File: config.mk
export PLATFORM = sky130hd
export DESIGN_NAME = watchdog_multichannel
export DESIGN_NICKNAME = d
export VERILOG_FILES = /design/src/rtl/watchdog_multichannel.sv
export SDC_FILE = /design/constraint.sdc
export NUM_CORES = 1
export LEC_CHECK = 0
export CORE_ASPECT_RATIO = 1.5
export CORE_MARGIN = 1
export CORE_UTILIZATION = 58
export CTS_CLUSTER_SIZE = 10
export DETAILED_ROUTE_END_ITERATION = 10
export HOLD_SLACK_MARGIN = 0.08
export PLACE_DENSITY = 0.73
export SYNTH_ARGS = -nofsm -noshare
export SYNTH_HDL_FRONTEND = slang
export SYNTH_SLANG_ARGS = --single-unit
File: constraint.sdc
create_clock -name clk -period 3.7 [get_ports clk]
set_clock_uncertainty 0.2 [all_clocks]
set_input_delay 0.37 -clock clk [delete_from_list [all_inputs] [get_ports clk]]
set_output_delay 0.37 -clock clk [all_outputs]
set_load 0.01 [all_outputs]
File: src/rtl/watchdog_multichannel.sv
//==============================================================================
// Module   : watchdog_multichannel
// Brief    : NUM_CHANNELS independent heartbeat watchdogs with programmable
//            limits, a latched first-expired index and a shared post-timeout
//            grace countdown that raises a sticky shutdown request.
// Revision : 1.0 - initial release
//==============================================================================
`default_nettype none

module watchdog_multichannel #(
    parameter int              NUM_CHANNELS       = 4,
    parameter int              COUNTER_WIDTH      = 64,
    parameter longint unsigned DEFAULT_TIMEOUT    = 64'd10_000_000,
    parameter int              POST_COUNTER_WIDTH = 8,
    parameter int              POST_TIMEOUT       = 100,
    localparam int             CHAN_W             = (NUM_CHANNELS > 1) ? $clog2(NUM_CHANNELS) : 1
) (
    input  logic                          clk,
    input  logic                          reset,
    input  logic [NUM_CHANNELS-1:0]       enable,
    input  logic [NUM_CHANNELS-1:0]       kick,
    input  logic                          cfg_we,
    input  logic [CHAN_W-1:0]             cfg_channel,
    input  logic [COUNTER_WIDTH-1:0]      cfg_value,
    input  logic                          timeout_ack,
    output logic [NUM_CHANNELS-1:0]       timeout,
    output logic                          any_timeout,
    output logic [CHAN_W-1:0]             first_channel,
    output logic [POST_COUNTER_WIDTH-1:0] post_count,
    output logic                          shutdown
);

    //--------------------------------------------------------------------------
    // Constants
    //--------------------------------------------------------------------------
    localparam logic [COUNTER_WIDTH-1:0]      c_default_limit = COUNTER_WIDTH'(DEFAULT_TIMEOUT);
    localparam logic [COUNTER_WIDTH-1:0]      c_cnt_one       = COUNTER_WIDTH'(1);
    localparam logic [POST_COUNTER_WIDTH-1:0] c_post_reload   = POST_COUNTER_WIDTH'(POST_TIMEOUT);
    localparam logic [POST_COUNTER_WIDTH-1:0] c_post_one      = POST_COUNTER_WIDTH'(1);

    // Per-channel state encoding
    localparam logic [1:0] c_ch_idle    = 2'd0;
    localparam logic [1:0] c_ch_run     = 2'd1;
    localparam logic [1:0] c_ch_expired = 2'd2;

    // Grace state encoding
    localparam logic [1:0] c_gr_wait    = 2'd0;
    localparam logic [1:0] c_gr_count   = 2'd1;
    localparam logic [1:0] c_gr_acked   = 2'd2;
    localparam logic [1:0] c_gr_dead    = 2'd3;

    //--------------------------------------------------------------------------
    // Shared signals
    //--------------------------------------------------------------------------
    // Which channels will be expired after the coming edge; used to latch
    // first_channel on the same edge that the timeout flags rise.
    logic [NUM_CHANNELS-1:0]       w_expired_next;
    logic                          w_any_next;
    logic [CHAN_W-1:0]             w_lowest_next;
    logic [CHAN_W-1:0]             r_first;

    logic [1:0]                    r_gr_state;
    logic [1:0]                    w_gr_next;
    logic [POST_COUNTER_WIDTH-1:0] r_post;

    //--------------------------------------------------------------------------
    // Channel watchdogs
    //--------------------------------------------------------------------------
    for (genvar gi = 0; gi < NUM_CHANNELS; gi++) begin : g_chan
        logic [1:0]               r_state;
        logic [1:0]               w_state_next;
        logic [COUNTER_WIDTH-1:0] r_limit;
        logic [COUNTER_WIDTH-1:0] r_count;
        logic                     w_cfg_hit;

        // Indices at or above NUM_CHANNELS never match any channel, so such
        // writes fall on the floor without extra range logic.
        assign w_cfg_hit = cfg_we && (cfg_channel == CHAN_W'(gi));

        // Channel state register
        always_ff @(posedge clk) begin
            if (reset) begin
                r_state <= c_ch_idle;
            end else begin
                r_state <= w_state_next;
            end
        end

        // Channel next-state: disable always wins, then kick beats expiry
        always_comb begin
            w_state_next = r_state;
            if (!enable[gi]) begin
                w_state_next = c_ch_idle;
            end else begin
                case (r_state)
                    c_ch_idle:    w_state_next = c_ch_run;
                    c_ch_run: begin
                        if (!kick[gi] && (r_count == '0)) begin
                            w_state_next = c_ch_expired;
                        end
                    end
                    c_ch_expired: w_state_next = c_ch_expired;
                    default:      w_state_next = c_ch_idle;
                endcase
            end
        end

        // Countdown: reload while idle or on kick, otherwise decrement to zero
        always_ff @(posedge clk) begin
            if (reset) begin
                r_count <= c_default_limit;
            end else if (!enable[gi] || (r_state == c_ch_idle)) begin
                r_count <= r_limit;
            end else if (r_state == c_ch_run) begin
                if (kick[gi]) begin
                    r_count <= r_limit;
                end else if (r_count != '0) begin
                    r_count <= r_count - c_cnt_one;
                end
            end
        end

        // Limit register; a kick on the write edge still sees the old value
        always_ff @(posedge clk) begin
            if (reset) begin
                r_limit <= c_default_limit;
            end else if (w_cfg_hit) begin
                r_limit <= cfg_value;
            end
        end

        // Flag comes straight from the state flop, so it is registered
        assign timeout[gi]        = (r_state == c_ch_expired);
        assign w_expired_next[gi] = (w_state_next == c_ch_expired);
    end : g_chan

    assign any_timeout = |timeout;
    assign w_any_next  = |w_expired_next;

    //--------------------------------------------------------------------------
    // First-expired channel
    //--------------------------------------------------------------------------
    // Lowest-index channel among those expiring on the coming edge
    always_comb begin
        w_lowest_next = '0;
        for (int k = NUM_CHANNELS - 1; k >= 0; k--) begin
            if (w_expired_next[k]) begin
                w_lowest_next = CHAN_W'(k);
            end
        end
    end

    // Latch on the 0->1 transition of any_timeout, release when all clear
    always_ff @(posedge clk) begin
        if (reset) begin
            r_first <= '0;
        end else if (!w_any_next) begin
            r_first <= '0;
        end else if (!any_timeout) begin
            r_first <= w_lowest_next;
        end
    end

    assign first_channel = r_first;

    //--------------------------------------------------------------------------
    // Post-timeout grace FSM
    //--------------------------------------------------------------------------
    // Grace state register
    always_ff @(posedge clk) begin
        if (reset) begin
            r_gr_state <= c_gr_wait;
        end else begin
            r_gr_state <= w_gr_next;
        end
    end

    // Grace next-state: clearing all timeouts aborts the countdown; an ack
    // arriving on the zero edge still beats the shutdown
    always_comb begin
        w_gr_next = r_gr_state;
        case (r_gr_state)
            c_gr_wait: begin
                if (any_timeout) begin
                    w_gr_next = c_gr_count;
                end
            end
            c_gr_count: begin
                if (!any_timeout) begin
                    w_gr_next = c_gr_wait;
                end else if (timeout_ack) begin
                    w_gr_next = c_gr_acked;
                end else if (r_post == '0) begin
                    w_gr_next = c_gr_dead;
                end
            end
            c_gr_acked: begin
                if (!any_timeout) begin
                    w_gr_next = c_gr_wait;
                end
            end
            c_gr_dead:  w_gr_next = c_gr_dead;
            default:    w_gr_next = c_gr_wait;
        endcase
    end

    // Grace counter: reload whenever heading to WAIT, count only while
    // COUNT persists; ACKED and DEAD freeze the value
    always_ff @(posedge clk) begin
        if (reset) begin
            r_post <= c_post_reload;
        end else if (w_gr_next == c_gr_wait) begin
            r_post <= c_post_reload;
        end else if ((r_gr_state == c_gr_count) && (w_gr_next == c_gr_count)) begin
            r_post <= r_post - c_post_one;
        end
    end

    // Grace outputs decoded from registered state
    always_comb begin
        post_count = r_post;
        shutdown   = (r_gr_state == c_gr_dead);
    end

endmodule : watchdog_multichannel

`default_nettype wire

Word-level counts from Yosys, hierarchy flattened
Cells that the tools add are included.

word-level totals
  bits in registers = 532
  input bits = 78
  output and inout port bits = 16
  logic and storage cells = 131

cells by class
  $add $sub $neg = 5
  eq/ne operators = 19
  multiplexer cells = 38
  bitwise gates (word level) = 1
  reduce and logical (&&, ||, !) cells = 53

operators with widths
  kind                     count
  $mux W64                 16
  $logic_not A64 Y1        4
  $reduce_bool A64 Y1      4
  $sub A64 B1 Y64 const B  4
  $mux W2                  17
  $eq A2 B2 Y1 const B     12
  $pmux W2 S3              4
  $eq A2 B1 Y1 const B     7
  $logic_not A2 Y1         7
  $reduce_bool A3 Y1       4
  $logic_and A1 B1 Y1      9
  $logic_not A1 Y1         8
  $logic_not A8 Y1         1
  $pmux W2 S4              1
  $reduce_and A2 Y1        4
  $reduce_bool A2 Y1       4
  $reduce_or A4 Y1         2
  $sub A8 B1 Y8 const B    1
  $logic_or A1 B1 Y1       4
  $reduce_or A2 Y1         2
  $not A1 Y1               1

Logic depth before layout (Yosys ltp)
Gate-level depths: netlist of the first run.

  depth after elaboration = 10
  depth in mapped cells = 10
  depth with buffers taken out = 8

Worst setup path after synthesis of the first run
No wires, ideal clock.

  path kind = reg2reg
  from = register g_chan[3].r_count[19]
  to = register g_chan[3].r_count[15]
  library setup time = 0.134 ns
  arrival time = 2.858 ns
  required time = 3.366 ns
  setup slack = 0.508 ns
  cell stages (with the launch flop) = 10
  buffers on the path = 3
  clock period less this slack = 3.192 ns
  path through = dfxtp_1 or4_4 or3b_1 or4_1 buf_2 o41a_1 buf_2 buf_2 a211oi_1 a31oi_1

on the way
  longest elaborated chain between the ends = 3

RTL lines
  element                       line  source
  start: declaration            73    logic [COUNTER_WIDTH-1:0] r_count;
  start signal: assignment      111   r_count <= c_default_limit;
  start signal: assignment      113   r_count <= r_limit;
  start signal: assignment      116   r_count <= r_limit;
  $reduce_bool A64 Y1           117   end else if (r_count != '0) begin
  $reduce_bool A3 Y1 (no line)  n/a
  $reduce_and A2 Y1 (no line)   n/a

No other way between the ends.
A chain may end at the register's enable or synchronous reset.

Final worst setup path of the first run
  from = register g_chan[3].r_count[19]
  to = register g_chan[3].r_count[57]

on the way
  longest elaborated chain between the ends = 5
  elaborated cells between the ends (all ways) = 8
  classes of those cells = add/sub (1); mux (4); reduce/logical (3)

RTL lines
  element          line  source
  $sub A64 B1 Y64  118   r_count <= r_count - c_cnt_one;
  $mux W64         117
  $mux W64         115   if (kick[gi]) begin
  $mux W64         114   end else if (r_state == c_ch_run) begin
  $mux W64         112   end else if (!enable[gi] || (r_state == c_ch_idle)) begin

Several ways; a longest one is shown, not always the timed one. The select of a mux whose other input is x is not followed.

==> results of run 1 <==
[stage by stage]
step	setup slack (ns)	total power, uW	cells
2_1_floorplan	0.508	7030	3604
3_3_place_gp	0.106	7600	4114
3_5_place_dp	0.0798	7630	4114
4_1_cts	0.198	12700	4184
5_1_grt	0.0665	13100	4185
6_report	0.155	12700	4186
[logic make-up after synthesis]
family | count (synthesis) | synth area share [%]
compound gates | 1143 | 27.7
fa+ha+maj | 10 | 0.470
flops | 532 | 40.0
simple gates | 1545 | 26.3
mux | 1 | 0.0376
xor+xnor | 6 | 0.198
buf+inv | 367 | 5.29
[what timing repair did]
| item | CTS | global route |
|---|---|---|
| setup endpoints to repair | 0 | 0 |
| endpoints found under the hold margin | 13 | 0 |
| hold buffers | 1 | 0 |
[metal layers]
layer  vias up  global-route usage [%]
met2      1467                    66.7
met5         -                       0
met4         0                    24.5
met3       319                    5.61
li1      13100                       -
met1     13400                    45.2
[synth_stat cells (24+ instances only)]
cell type	count
a22oi_1	34
clkbuf_1	265
o31ai_1	31
inv_1	65
nor3_1	125
nand3_1	90
a21oi_1	471
nand2_1	771
or4_1	36
nor4_1	71
o32ai_1	72
or3_1	31
nand4_1	53
o21ai_0	160
nor2_1	258
dfxtp_1	532
a221oi_1	24
o22ai_1	39
a211oi_1	26
a31oi_1	56
[critical path, cell delays in order (launching register included)]
cell	delay (ns)
dfxtp_1	0.35
or4_4	0.57
or3b_1	0.43
or4_1	0.55
o41a_2	0.74
buf_12	0.29
a21oi_1	0.15
a211oi_1	0.06
[registers in the layout, indices dropped and copies added (netlist names)]
| name | flops |
|---|---|
| post_count | 8 |
| g_chan.r_state | 8 |
| r_gr_state | 2 |
| g_chan.r_limit | 256 |
| first_channel | 2 |
| g_chan.r_count | 256 |
[layout make-up]
| type | count | area [um2] | area share (%) |
|---|---|---|---|
| Clock buffer | 67 | 1540 | 5.12 |
| Clock inverter | 2 | 25.0 | 0.0833 |
| Inverter | 67 | 254 | 0.846 |
| Timing Repair Buffer | 229 | 2210 | 7.36 |
| Tap cell | 582 | 728 | 2.42 |
| Sequential cell | 532 | 10700 | 35.5 |
| Antenna cell | 2 | 5.00 | 0.0167 |
| Multi-Input combinational cell | 2705 | 14600 | 48.7 |
[report_power, final]
part | leakage [uW] | total, uW | internal [uW] | switching (uW)
clock network | 0.000765 | 5160 | 2870 | 2290
registers | 0.00432 | 6060 | 5910 | 148
logic | 0.00521 | 1510 | 492 | 1020
[how the worst min path moves through the flow]
stage,end,slack (ns),cells after the start
detailed placement,g_chan[3].r_limit[33],0.24,2
global placement,g_chan[2].r_limit[26],0.24,2
finish,g_chan[1].r_state[0],0.19,4
global route,g_chan[1].r_state[0],0.20,4
CTS,g_chan[1].r_state[0],0.16,4
floorplan,g_chan[1].r_limit[59],0.23,2
==> impl_metrics.env, run 1 <==
export IMPL_outcome="complete, no violations"
export IMPL_place_congestion=0.964
export IMPL_reg2reg_slack_ns=0.15
export IMPL_p_leak_uw=0.0103
export IMPL_clkLatencyLatePin_ns=0.63
export IMPL_postCtsSetupRepairBufs=0
export IMPL_grtUsageTotal_pct=39.0
export IMPL_rows=95
export IMPL_ys_warnings_count=0
export IMPL_fill_cells=3997
export IMPL_syn_nets=3692
export IMPL_synth_edff_count=0
export IMPL_yosysSeqAreaShare_pct=40.0
export IMPL_portBuffers=93
export IMPL_cts_sinks=532
export IMPL_nNetsFinal=3682
export IMPL_cts_root_buf="clkbuf_16"
export IMPL_p_per_area_nw_per_um2=424
export IMPL_antenna_found_initial=1
export IMPL_path_clk_slew_ns=0.06
export IMPL_worstSetupEndpointType="flip-flop"
export IMPL_wl_met2_um=45800
export IMPL_worstSetupEndpoint="g_chan[3].r_count[57]"
export IMPL_cts_buffers=59
export IMPL_maxSlewHeadroom_pct=29.9
export IMPL_path_class="flip-flop to flip-flop"
export IMPL_grt_overflow=0
export IMPL_antenna_left=0
export IMPL_final_area_um2=30000
export IMPL_h_tree_depth=2
export IMPL_synth_area_leaders="dfxtp_1 40%, nand2_1 11%, a21oi_1 8.9%"
export IMPL_r2r_cells=7
export IMPL_cts_resized=0
export IMPL_ys_ff_latch=532
export IMPL_synth_top_cell_area_share_pct=40.0
export IMPL_min_from="enable[1]"
export IMPL_drt_iter0_markers=3025
export IMPL_wl_um=93500
export IMPL_rsz0062_at_grt="no"
export IMPL_final_common_cell="nand2_1"
export IMPL_drv_slew=0
export IMPL_final_cell_mix="770 x nand2_1, 532 x dfxtp_1, 471 x a21oi_1"
export IMPL_viasPerCell=6.76
export IMPL_initial_core_util_pct=59.0
export IMPL_finalCritPeriodShare_pct=95.8
export IMPL_cp_start_kind="flip-flop"
export IMPL_drv_cap=0
export IMPL_drcViolationCount=0
export IMPL_core_um2=45000
export IMPL_post_synth_cell_area_avg_um2=7.38
export IMPL_grt_max_degree=153
export IMPL_post_dp_hpwl_um=64000
export IMPL_setup_violations=0
export IMPL_wire_per_inst_um=22.3
export IMPL_path_max_fanout=44
export IMPL_drt_first_pass_iters=6
export IMPL_r2r_start="g_chan[3].r_count[19]"
export IMPL_ys_types=75
export IMPL_die_y_um=264
export IMPL_hold_viol_final=0
export IMPL_ios=94
export IMPL_peakVddDrop_mv=0.382
export IMPL_grt_pass1_wl_um=144000
export IMPL_critical_path_arrival_ns=3.81
export IMPL_worstMarginPinSlew_ns=1.05
export IMPL_reg2reg_to="g_chan[3].r_count[57]"
export IMPL_tns_ns=0
export IMPL_wl_met1_um=34500
export IMPL_highest_layer="met4"
export IMPL_syn_inst=3604
export IMPL_period_minus_slack_ns=3.55
export IMPL_met3RoutedLength_um=7410
export IMPL_placed_area_um2=28500
export IMPL_hold_class="primary input to flip-flop"
export IMPL_syn_area_um2=26600
export IMPL_cts_buffer_depth=3
export IMPL_grt_pass1_vias=26700
export IMPL_cts_tree="done"
export IMPL_hold_worst_slack_ns=0.188
export IMPL_synth_top_cell_by_area="dfxtp_1"
export IMPL_area_delta_synth_final_pct=12.9
export IMPL_crit_path_start="g_chan[3].r_count[19]"
export IMPL_drive_above_1_share_pct=7.86
export IMPL_dieArea_um2=46700
export IMPL_ys_flop_type="dfxtp_1"
export IMPL_die_w_um=177
export IMPL_fmax_mhz=282
export IMPL_synthArstFlopShare_pct=0
export IMPL_via_count=28300
export IMPL_fin_util_pct=66.7
export IMPL_critical_path_required_ns=3.96
Power figures use the tool's default switching activity.
==> run 2: changes to the inputs <==
- clock period: 3.7 -> 3.97 ns (I/O delays scaled with it)
==> run 2 against run 1 <==
Count of clock-buffer cells in the layout fell by 3. Core utilization down 0.52 points. Routed wire length shrank 0.56%. Global-route usage is 0.098 points lower. Via count decreased by 0.38%. Die area stayed put. Worst hold slack better by 0.040 ns. Non-clock buffer count shrank 15.
==> impl_metrics.env, run 2 (same netlist as run 1, synthesis figures left out) <==
export IMPL_outcome="complete, no violations"
export IMPL_grt_max_degree=129
export IMPL_cts_buffer_depth=3
export IMPL_fin_util_pct=66.2
export IMPL_use_met3_pct=4.89
export IMPL_antenna_left=0
export IMPL_die_w_um=177
export IMPL_p_leak_uw=0.0102
export IMPL_drt_first_pass_iters=5
export IMPL_rsz0062_at_grt="no"
export IMPL_place_congestion=0.960
export IMPL_drv_slew=0
export IMPL_path_class="flip-flop to flip-flop"
export IMPL_drv_cap=0
export IMPL_area_delta_synth_final_pct=12.1
export IMPL_drcViolationCount=0
export IMPL_die_y_um=264
export IMPL_via_count=28200
export IMPL_h_tree_depth=2
export IMPL_cts_buffers=59
export IMPL_top_usage_layer="met2"
export IMPL_grt_pass1_vias=26600
export IMPL_final_common_cell="nand2_1"
export IMPL_hold_class="primary input to flip-flop"
export IMPL_path_clk_slew_ns=0.06
export IMPL_cts_root_buf="clkbuf_16"
export IMPL_clkLatencyLatePin_ns=0.61
export IMPL_maxSlewHeadroom_pct=31.8
export IMPL_drive_above_1_share_pct=7.45
export IMPL_fill_cells=3953
export IMPL_setup_violations=0
export IMPL_final_cell_mix="770 x nand2_1, 532 x dfxtp_1, 471 x a21oi_1"
export IMPL_path_max_fanout=43
export IMPL_cts_sinks=532
export IMPL_grtUsageTotal_pct=38.9
export IMPL_dieArea_um2=46700
export IMPL_final_area_um2=29800
export IMPL_critical_path_arrival_ns=3.91
export IMPL_nNetsFinal=3667
export IMPL_worstMarginPinSlew_ns=1.02
export IMPL_post_dp_hpwl_um=63500
export IMPL_hold_viol_final=0
export IMPL_viasPerCell=6.76
export IMPL_tns_ns=0
export IMPL_largest_registers="g_chan.r_count x256, g_chan.r_limit x256"
export IMPL_period_minus_slack_ns=3.65
export IMPL_worstSetupEndpointType="flip-flop"
export IMPL_placed_area_um2=28300
export IMPL_critical_path_required_ns=4.23
export IMPL_fmax_mhz=274
export IMPL_drt_iter0_markers=2976
export IMPL_initial_core_util_pct=59.0
export IMPL_core_um2=45000
export IMPL_hold_path_cell_count=4
export IMPL_portBuffers=93
export IMPL_r2r_cells=7
export IMPL_diodes=0
export IMPL_cp_start_kind="flip-flop"
export IMPL_wl_um=93000
export IMPL_p_per_area_nw_per_um2=395
export IMPL_grtUsageMet2_pct=67.0
export IMPL_cts_tree="done"
export IMPL_rows=95
export IMPL_use_met1_pct=45.8
export IMPL_antenna_found_initial=1
export IMPL_finalCritPeriodShare_pct=91.8
export IMPL_grt_overflow=0
export IMPL_grt_pass1_wl_um=144000
export IMPL_wire_per_inst_um=22.3
export IMPL_ios=94
export IMPL_peakVddDrop_mv=0.397
[run 2: layout make-up]
cell class / count / area (um2) / area share (%)
repair buffers: 214 / 2010 / 6.75
multi-input cells: 2705 / 14600 / 49.1
clock buffers: 64 / 1500 / 5.02
inverters: 67 / 254 / 0.852
well taps: 582 / 728 / 2.44
clock inverters: 3 / 37.5 / 0.126
flip-flops and latches: 532 / 10700 / 35.7
[run 2: report_power, final]
part           total, uW  leakage (uW)  internal, uW  switching, uW
combinational       1390       0.00510           448            943
clock               4740      0.000751          2620           2120
sequential          5640       0.00432          5510            138
[run 2: per-stage QoR]
step	setup WS [ns]	total power (uW)	instances	hold slack [ns]
2_1_floorplan	0.778	6550	3604	0.231
5_1_grt	0.201	12100	4167	0.244
3_5_place_dp	0.384	7100	4099	0.245
3_3_place_gp	0.437	7070	4099	0.239
6_report	0.324	11800	4167	0.227
4_1_cts	0.377	11800	4167	0.186
[run 2: worst paths after layout]
path	start	end	slack [ns]
hold reg to reg	g_chan[2].r_limit[29]	g_chan[2].r_limit[29]	0.25
setup reg to reg	g_chan[3].r_count[19]	g_chan[3].r_count[57]	0.32
hold / removal	enable[1]	g_chan[1].r_state[1]	0.23
setup / recovery	g_chan[3].r_count[19]	g_chan[3].r_count[57]	0.32
[run 2: what timing repair did]
item / in CTS / in global routing
hold buffers: 1 / 0
endpoints found under the hold margin: 30 / 0
setup buffers: 0 / 0
resized for setup: 0 / 0
[run 2: critical path: stages, from the launching register on]
cell and delay [ns]:
dfxtp_1 0.35, or4_4 0.56, or3b_1 0.42, or4_1 0.65, o41a_2 0.77, buf_12 0.28
a21oi_1 0.16, a211oi_1 0.07
[run 2: routing by layer]
layer / routed length, um / up-vias
li1: - / 13100
met1: 34400 / 13400
met2: 45800 / 1404
met3: 7370 / 317
met4: 5400 / 2
met5: 11 / -
